### src/rtl/counter_pkg.sv
// ---------------------------------------------------------------------------
// counter_pkg
//   Shared constants and types for the up/down counter slice.
//   - DIR_UP / DIR_DOWN   : values of the up_down input.
//   - MODE_WRAP / MODE_SAT: values of the SATURATE parameter.
//   - step_e              : classification of what a count step does to Q.
// ---------------------------------------------------------------------------
package counter_pkg;

  localparam logic DIR_UP   = 1'b1;
  localparam logic DIR_DOWN = 1'b0;

  localparam int unsigned MODE_WRAP = 0;
  localparam int unsigned MODE_SAT  = 1;

  // What the counting datapath does on a qualifying edge when neither clear
  // nor load is active.
  typedef enum logic [2:0] {
    STEP_NONE      = 3'd0,  // no step this cycle
    STEP_INC       = 3'd1,  // Q + 1
    STEP_DEC       = 3'd2,  // Q - 1
    STEP_WRAP_UP   = 3'd3,  // MAX_COUNT -> 0, pulse wrap
    STEP_WRAP_DOWN = 3'd4,  // 0 -> MAX_COUNT, pulse wrap
    STEP_HOLD      = 3'd5   // saturated at a limit, Q unchanged
  } step_e;

endpackage : counter_pkg

### src/rtl/counter_prescaler.sv
// ---------------------------------------------------------------------------
// counter_prescaler
//   Divides enabled cycles by PRESCALE. tick is high while the internal
//   count equals PRESCALE-1; on the next enabled edge the count returns to 0.
//   With PRESCALE=1 the count never leaves 0, so tick is constantly 1.
//
// Ports
//   clk     in  : rising-edge clock
//   n_reset in  : asynchronous active-low reset, zeroes the count
//   clr     in  : synchronous zero of the count (has priority over enable)
//   enable  in  : advance the count on this edge
//   tick    out : combinational, count == PRESCALE-1
// ---------------------------------------------------------------------------
module counter_prescaler #(
  parameter int unsigned PRESCALE = 1
) (
  input  logic clk,
  input  logic n_reset,
  input  logic clr,
  input  logic enable,
  output logic tick
);

  // A one-bit register is kept even for PRESCALE=1; it simply stays at 0.
  localparam int unsigned CNT_W = (PRESCALE > 1) ? $clog2(PRESCALE) : 1;
  localparam logic [CNT_W-1:0] LAST = CNT_W'(PRESCALE - 1);

  logic [CNT_W-1:0] cnt_q;
  logic [CNT_W-1:0] cnt_d;

  assign tick = (cnt_q == LAST);

  always_comb begin
    cnt_d = cnt_q;
    if (clr) begin
      cnt_d = '0;
    end else if (enable) begin
      cnt_d = tick ? '0 : (cnt_q + CNT_W'(1));
    end
  end

  always_ff @(posedge clk or negedge n_reset) begin
    if (!n_reset) begin
      cnt_q <= '0;
    end else begin
      cnt_q <= cnt_d;
    end
  end

endmodule : counter_prescaler

### src/rtl/counter_updown_param.sv
// ---------------------------------------------------------------------------
// counter_updown_param
//   Parameterised up/down counter with terminal value MAX_COUNT, optional
//   saturation, enable prescaler and carry output for cascading.
//   Priority on each edge: clear > load > count step.
//
// Parameters
//   WIDTH     : count width (2..64)
//   MAX_COUNT : terminal value (1..2**WIDTH-1)
//   SATURATE  : MODE_WRAP (0) wraps at the limits, MODE_SAT (1) holds
//   PRESCALE  : enabled cycles per count step (1..65535)
//
// Ports
//   clk        in  : rising-edge clock
//   n_reset    in  : asynchronous active-low reset
//   clear      in  : synchronous clear of Q (and prescaler) to 0
//   load       in  : synchronous load of min(load_value, MAX_COUNT)
//   load_value in  : value to load
//   enable     in  : count enable
//   up_down    in  : direction, DIR_UP (1) or DIR_DOWN (0)
//   Q          out : registered count
//   at_limit   out : Q sits at the limit for the current direction
//   carry_out  out : enable & step_tick & at_limit, feeds the next stage
//   wrap       out : registered pulse, high the cycle after a wrap step
// ---------------------------------------------------------------------------
module counter_updown_param
  import counter_pkg::*;
#(
  parameter int unsigned       WIDTH     = 32,
  parameter logic [WIDTH-1:0]  MAX_COUNT = {WIDTH{1'b1}},
  parameter int unsigned       SATURATE  = MODE_WRAP,
  parameter int unsigned       PRESCALE  = 1
) (
  input  logic             clk,
  input  logic             n_reset,
  input  logic             clear,
  input  logic             load,
  input  logic [WIDTH-1:0] load_value,
  input  logic             enable,
  input  logic             up_down,
  output logic [WIDTH-1:0] Q,
  output logic             at_limit,
  output logic             carry_out,
  output logic             wrap
);

  localparam bit SAT_MODE = (SATURATE == MODE_SAT);

  logic [WIDTH-1:0] q_q;
  logic [WIDTH-1:0] q_d;
  logic             wrap_q;
  logic             wrap_d;

  logic             step_tick;
  logic             pre_clr;
  logic             pre_en;
  logic             count_step;
  logic [WIDTH:0]   inc_ext;
  logic [WIDTH:0]   dec_ext;
  logic [WIDTH:0]   max_ext;
  logic             up_over;
  logic             down_under;
  logic [WIDTH-1:0] load_clamped;
  step_e            step_kind;

  // Clear and load both restart the prescale period; the prescaler only
  // advances on cycles where a count step could actually happen.
  assign pre_clr = clear | load;
  assign pre_en  = enable & ~pre_clr;

  counter_prescaler #(
    .PRESCALE (PRESCALE)
  ) u_prescaler (
    .clk     (clk),
    .n_reset (n_reset),
    .clr     (pre_clr),
    .enable  (pre_en),
    .tick    (step_tick)
  );

  assign count_step = pre_en & step_tick;

  // One extra bit keeps the limit tests exact when MAX_COUNT = 2**WIDTH-1:
  // the increment lands in bit WIDTH instead of silently wrapping, and the
  // decrement of 0 shows up as a borrow in bit WIDTH.
  assign inc_ext    = {1'b0, q_q} + {{WIDTH{1'b0}}, 1'b1};
  assign dec_ext    = {1'b0, q_q} - {{WIDTH{1'b0}}, 1'b1};
  assign max_ext    = {1'b0, MAX_COUNT};
  assign up_over    = (inc_ext > max_ext);
  assign down_under = dec_ext[WIDTH];

  assign load_clamped = (load_value > MAX_COUNT) ? MAX_COUNT : load_value;

  // Classify the step; direction is taken from this cycle's up_down.
  always_comb begin
    step_kind = STEP_NONE;
    if (count_step) begin
      if (up_down == DIR_UP) begin
        if (!up_over) begin
          step_kind = STEP_INC;
        end else if (SAT_MODE) begin
          step_kind = STEP_HOLD;
        end else begin
          step_kind = STEP_WRAP_UP;
        end
      end else begin
        if (!down_under) begin
          step_kind = STEP_DEC;
        end else if (SAT_MODE) begin
          step_kind = STEP_HOLD;
        end else begin
          step_kind = STEP_WRAP_DOWN;
        end
      end
    end
  end

  // Next-state for Q and wrap. wrap_d defaults low so the pulse lasts
  // exactly one cycle and never follows a clear, load or hold.
  always_comb begin
    q_d    = q_q;
    wrap_d = 1'b0;
    if (clear) begin
      q_d = '0;
    end else if (load) begin
      q_d = load_clamped;
    end else begin
      case (step_kind)
        STEP_INC:       q_d = inc_ext[WIDTH-1:0];
        STEP_DEC:       q_d = dec_ext[WIDTH-1:0];
        STEP_WRAP_UP: begin
          q_d    = '0;
          wrap_d = 1'b1;
        end
        STEP_WRAP_DOWN: begin
          q_d    = MAX_COUNT;
          wrap_d = 1'b1;
        end
        default:        q_d = q_q;
      endcase
    end
  end

  always_ff @(posedge clk or negedge n_reset) begin
    if (!n_reset) begin
      q_q    <= '0;
      wrap_q <= 1'b0;
    end else begin
      q_q    <= q_d;
      wrap_q <= wrap_d;
    end
  end

  assign Q    = q_q;
  assign wrap = wrap_q;

  assign at_limit  = (up_down == DIR_UP) ? (q_q == MAX_COUNT) : (q_q == '0);
  assign carry_out = enable & step_tick & at_limit;

endmodule : counter_updown_param

### config.mk
export PLATFORM = sky130hd
export DESIGN_NAME = counter_updown_param
export DESIGN_NICKNAME = d
export VERILOG_FILES = /design/src/rtl/counter_pkg.sv /design/src/rtl/counter_prescaler.sv /design/src/rtl/counter_updown_param.sv
export SDC_FILE = /design/constraint.sdc
export NUM_CORES = 1
export LEC_CHECK = 0
export CAP_MARGIN = 20
export CORE_AREA = 2 2 99 101
export CTS_CLUSTER_SIZE = 14
export DETAILED_ROUTE_END_ITERATION = 8
export DIE_AREA = 0 0 101 103
export GPL_TIMING_DRIVEN = 0
export PLACE_DENSITY = 0.71
export SETUP_SLACK_MARGIN = 0.02
export SYNTH_ARGS = -nofsm -noshare
export SYNTH_HDL_FRONTEND = slang
export SYNTH_SLANG_ARGS = --single-unit
### constraint.sdc
create_clock -name clk -period 3.1 [get_ports clk]
set_input_delay 0.465 -clock clk [delete_from_list [all_inputs] [get_ports clk]]
set_output_delay 0.465 -clock clk [all_outputs]
set_load 0.05 [all_outputs]
; ---- Word level (Yosys, flattened, before mapping)
; Index checks and enable logic that the tools add are counted.
[classes]
add_sub_neg = 3
magnitude_cmp = 2
eq_ne = 5
muxes = 15
bitwise_logic = 7
reduce_logical = 4
[ops]
columns = op, n
row1 = $pmux W32 S4, 1
row2 = $mux W32, 3
row3 = $add A32 B1 Y33 const B, 1
row4 = $gt A33 B32 Y1 const B, 1
row5 = $sub A32 B1 Y33 const B, 1
row6 = $eq A32 B32 Y1 const B, 1
row7 = $gt A32 B32 Y1 const B, 1
row8 = $logic_not A32 Y1, 1
row9 = $mux W3, 3
row10 = $mux W1, 7
row11 = $eq A3 B2 Y1 const B, 2
row12 = $reduce_bool A6 Y1, 1
row13 = $and A1 B1 Y1, 4
row14 = $eq A3 B1 Y1 const B, 1
row15 = $eq A3 B3 Y1 const B, 1
row16 = $mux W2, 1
row17 = $not A1 Y1, 2
row18 = $reduce_bool A2 Y1, 1
row19 = $reduce_or A2 Y1, 1
row20 = $add A1 B1 Y1 const B, 1
row21 = $or A1 B1 Y1, 1
[word_totals]
reg_bits = 34
inputBits = 38
out_inout_bits = 35
word_cells = 39

; ---- Longest topological paths before layout
[logic_depth]
ltp_word = 10
mapped_depth = 13
depth_no_buf = 11

; ---- Modules after synthesis
; A second synthesis with hierarchy kept.
[hier_totals]
hier_cells = 533
area_unflattened_um2 = 3977.6
[modules_own_cells]
columns = module, instances, cells_per_inst, area_per_inst_um2, seq_area_each_um2
row1 = counter_updown_param, 1, 531, 3966.3, 825.8
row2 = counter_prescaler, 1, 2, 11.3, 0.0

; ---- Least setup slack after synthesis
; No wires, ideal clock.
[synth_path]
path_type = register to output
from = reg q_q[28] (netlist: Q[28])
to = out carry_out
arrival_time_ns = 4.103
t_required_ns = 2.635
path_slack_ns = -1.468
path_stages_with_launch = 7
n_path_buf = 1
cell_sequence = dfrtp_1 -> buf_6 -> nor4_4 -> or4b_1 -> or2_2 -> o41ai_1 -> and2_1
[synth_via]
elab_chain_cells = 3
[synth_rtl]
columns = element, line_no
row1 = start: declaration, counter_updown_param.sv:49  ; logic [WIDTH-1:0] q_q;
row2 = start signal: assignment, counter_updown_param.sv:149  ; q_q <= q_d;
row3 = $eq A32 B32 Y1 or $logic_not A32 Y1 (tied branches), counter_updown_param.sv:157  ; assign at_limit = (up_down == DIR_UP) ? (q_q == MAX_COUNT) : (q_q == '0);
row4 = $mux W1 (*), counter_updown_param.sv:157
row5 = named net at_limit, counter_updown_param.sv:42  ; output logic at_limit,
row6 = $and A1 B1 Y1 (*), counter_updown_param.sv:158  ; assign carry_out = enable & step_tick & at_limit;
row7 = end: declaration, counter_updown_param.sv:43  ; output logic carry_out,
; Mark *: on every way through the listed nets, which the timed path passes. The rest lies on a longest branch.

; ---- Worst setup path after layout
[layout_path]
from = reg q_q[0] (netlist: Q[0])
to = reg q_q[8] (netlist: Q[8])
[layout_via]
elab_chain_cells = 9
[layout_rtl]
columns = element, line_no
row1 = $add A32 B1 Y33, counter_updown_param.sv:86  ; assign inc_ext = {1'b0, q_q} + {{WIDTH{1'b0}}, 1'b1};
row2 = $gt A33 B32 Y1, counter_updown_param.sv:89  ; assign up_over = (inc_ext > max_ext);
row3 = $mux W2, counter_updown_param.sv:99  ; if (!up_over) begin
row4 = $mux W3, counter_updown_param.sv:98  ; if (up_down == DIR_UP) begin
row5 = $mux W3, counter_updown_param.sv:97  ; if (count_step) begin
row6 = "$eq A3 B3 Y1, or another cell as far along", counter_updown_param.sv:128  ; case (step_kind)
row7 = $pmux W32 S4, counter_updown_param.sv:128
row8 = $mux W32, counter_updown_param.sv:125  ; end else if (load) begin
row9 = $mux W32, counter_updown_param.sv:123  ; if (clear) begin
; Parallel ways exist; a longest one is shown, timed or not.
; A chain may end at the register's enable or synchronous reset.

==> flow_summary_export.csv <==
group,metric,value,unit
outcome,status,"finished, violations left",
outcome,violations,"negative setup slack",
timing,setup_tns,-4.84,ns
yosys,synth_edf_count,0,
clocking,clockBufferDepth,2,
timing,final.min_clock_period,3.36,ns
yosys,synthFlopType,"dfrtp_1",
timing,maxSlewViolCount,0,
placed_design,gp_congestion,1.02,
critical_path,critPathBufInv,4,
critical_path,crit_arrival,3.51,ns
placed_design,place_area,5110,sq um
cells_and_area,n_antenna_cell,0,
clocking,cts_tree,"yes",
floorplanning,ios,73,
yosys,yosys.cell_types.count,65,
global_routing,grt_pass1_wl,30300,microns
global_routing,grt_util_all_layers,0.389,
clocking,cts_made_buffers,5,
timing,hold_ws,0.257,ns
yosys,ys_warn_count,0,
critical_path,cp.required,3.26,ns
placed_design,dp_hpwl,13800,microns
hold_path,hold_class,"in -> async",
cells_and_area,multiInputGateArea,3610,sq um
placed_design,place_ws,-1.24,ns
pwr,p_leak,2.41,nW
pwr,ir_drop,0.000233,V
yosys,ys_seq_area_frac,0.202,
route,avgViaCountPerCell,6.84,
global_routing,antenna_found_initial,0,
timing,worst_slack,-0.255,ns
timing,setup_violations,31,
route,dr.pass1.iters,5,
yosys,synth-simple-area-share,0.358,
critical_path,cp-end-kind,"flop",
yosys,synth_area,4090,sq um
yosys,synth-seq-cells,33,
pwr,power_density,283,nW/um^2
cells_and_area,regArea,846,sq um
route,postRouteWirelength,21000,microns
route,vias,5857,
floorplanning,start_util,0.433,
timing,hold_viol,0,
floorplanning,die_x,101,microns
timing,max_freq,298,MHz
critical_path,criticalPathCategory,"reg -> reg",
timing,tightest_slew,0.953,ns
yosys,async_flop_share,1.00,
timing,finalCritPeriodShare,1.08,
route,wl_per_cell,24.5,microns
global_routing,grt_max_degree,34,
cells_and_area,final_area,6580,sq um
clocking,clk_pin_slew_worst_paths,0.08,ns
global_routing,grt_pass1_vias,5408,
yosys,synth.avg_cell_area,7.01,sq um
flow_run,maxCapViolCount,0,
floorplanning,row_count,36,
critical_path,cp_slowest_cell,"or4_4",
clocking,cts_htree_levels,2,
timing,relSlewSlack,0.365,
critical_path,path_cells,"buf_8, inv_4, ha_4, nand4bb_4, or4_4, a221oi_2, and4_1, nand4b_1, buf_6, o21ai_4, nand2_8, buf_12, a221oi_4, nor3_1",
yosys,synthAdderAreaFrac,0.0122,
yosys,syn-instance-count,584,
yosys,synth_top_family_by_area,"simple AND/OR/NAND/NOR gates",
route,final_antenna_net_count,0,
clocking,cts_root_buf,"clkbuf_8",
pwr,power.total,1.86,mW
critical_path,cp_slowest_stage_delay,0.46,ns
floorplanning,core_area,9460,sq um
cells_and_area,final_nets,783,
clocking,clkSinkCount,33,
timing,finClkSkew,0.0110,ns
yosys,synth-compound-area-share,0.285,
cells_and_area,fillers,765,
cells_and_area,area_delta_synth_final,60.6,%
placed_design,port-buffer-count,69,
floorplanning,dieArea,10400,sq um
floorplanning,die_h,103,microns
clocking,holdBufCountCts,0,
critical_path,crit_family,"simple AND/OR/NAND/NOR gates",
yosys,synth_xor_area_frac,0.0578,
cells_and_area,final_cell_mix,"buf_4 (73), clkdlybuf4s50_1 (66), nand2_1 (57)",
cells_and_area,layout_commonest_cell,"buf_4",
critical_path,cp-start-kind,"flop",
route,route.detailed.drc,0,
cells_and_area,layout-drive-gt1-share,0.336,
critical_path,crit_path_max_fanout,8,
timing,rsz0062_at_grt,"yes",
clocking,clk_latency,0.31,ns
yosys,syn_nets,626,
route,first_iter_violations,704,
yosys,muxShareOfSynthArea,0.0104,
global_routing,grt_overflow,0,
logic make-up (layout without fill, tap and decap cells):
kind of cell | count (synthesis) | in the layout
mux | 4 | 4
fa+ha+maj | 4 | 4
compound gates | 172 | 172
flops | 33 | 33
buf+inv | 73 | 231
simple gates | 271 | 271
xor+xnor | 27 | 27
power by group:
group	total, mW	internal (mW)	switching, mW
Sequential	0.533	0.469	0.0640
Clock	0.353	0.160	0.193
Combinational	0.975	0.396	0.578
Total	1.86	1.03	0.836
cells in the mapped netlist (all sizes together) (5+ instances only):
master  count  area share
a211oi      8       0.015
a21oi      33       0.040
a221oi     16       0.034
a31oi       9       0.014
and2        5      0.0076
and4        5       0.011
buf        17       0.024
clkbuf     42       0.039
dfrtp      33        0.20
inv        13       0.012
nand2      60       0.055
nand3      23       0.029
nand4      18       0.028
nor2       50       0.046
nor2b       7       0.011
nor3       46       0.057
nor4       13       0.031
nor4b       5       0.011
o211ai      6       0.011
o21a        6       0.011
o21ai      38       0.050
o221ai      7       0.015
o22ai      18       0.028
o31ai       6       0.011
or2         5      0.0076
or3         6      0.0092
or4        10       0.019
xnor2      16       0.034
xor2       11       0.024
per-layer routing:
| metal | track usage | vias to the layer above | wire [microns] |
|---|---|---|---|
| met1 | 0.496 | 2761 | 7840 |
| met4 | 0.216 | 0 | 1220 |
| met2 | 0.613 | 461 | 9390 |
| li1 | - | 2529 | - |
| met3 | 0.0868 | 106 | 2540 |
| met5 | 0 | - | 0 |
path summary, 6_finish.rpt:
path,startpoint,endpoint,slack [ns],cells after the start
worst max-delay path,Q[0],Q[8],-0.26,14
min in group clk,load_value[21],Q[21],0.70,3
max in group asynchronous,n_reset,Q[28],2.25,1
worst min register to register,Q[28],Q[28],0.71,2
worst min-delay path,n_reset,Q[12],0.26,1
worst max register to register,Q[0],Q[8],-0.26,14
timing repair:
item	CTS	global route
gates resized for setup	118	65
pin swaps	44	39
setup endpoints to repair	35	35
cloned	1	0
setup buffers	69	28
registers in the layout, summed over array words and instances (netlist names):
signal / count
wrap: 1
Q: 32
worst reg2reg max path, cell delays in order (launching register included):
cell and delay (ns):
dfrtp_2 0.44, buf_8 0.12, inv_4 0.04, ha_4 0.28, nand4bb_4 0.14, or4_4 0.46
a221oi_2 0.20, and4_1 0.24, nand4b_1 0.12, buf_6 0.16, o21ai_4 0.31, nand2_8 0.16
buf_12 0.22, a221oi_4 0.26, nor3_1 0.08
stage by stage:
stage	util	instances
after floorplan	-	584
after global placement	0.540	767
after detailed placement	0.540	768
after CTS	0.650	836
after global routing	0.695	856
final	0.695	856
cell type report:
class                   instances  share of cell area
inverters                      14             0.00875
plain buffers                  44              0.0422
flip-flops and latches         33               0.129
clock buffers                   8              0.0122
multi-input cells             478               0.549
repair buffers                165               0.237
well taps                     114              0.0217
No activity file was read; power rests on OpenSTA's default activity.
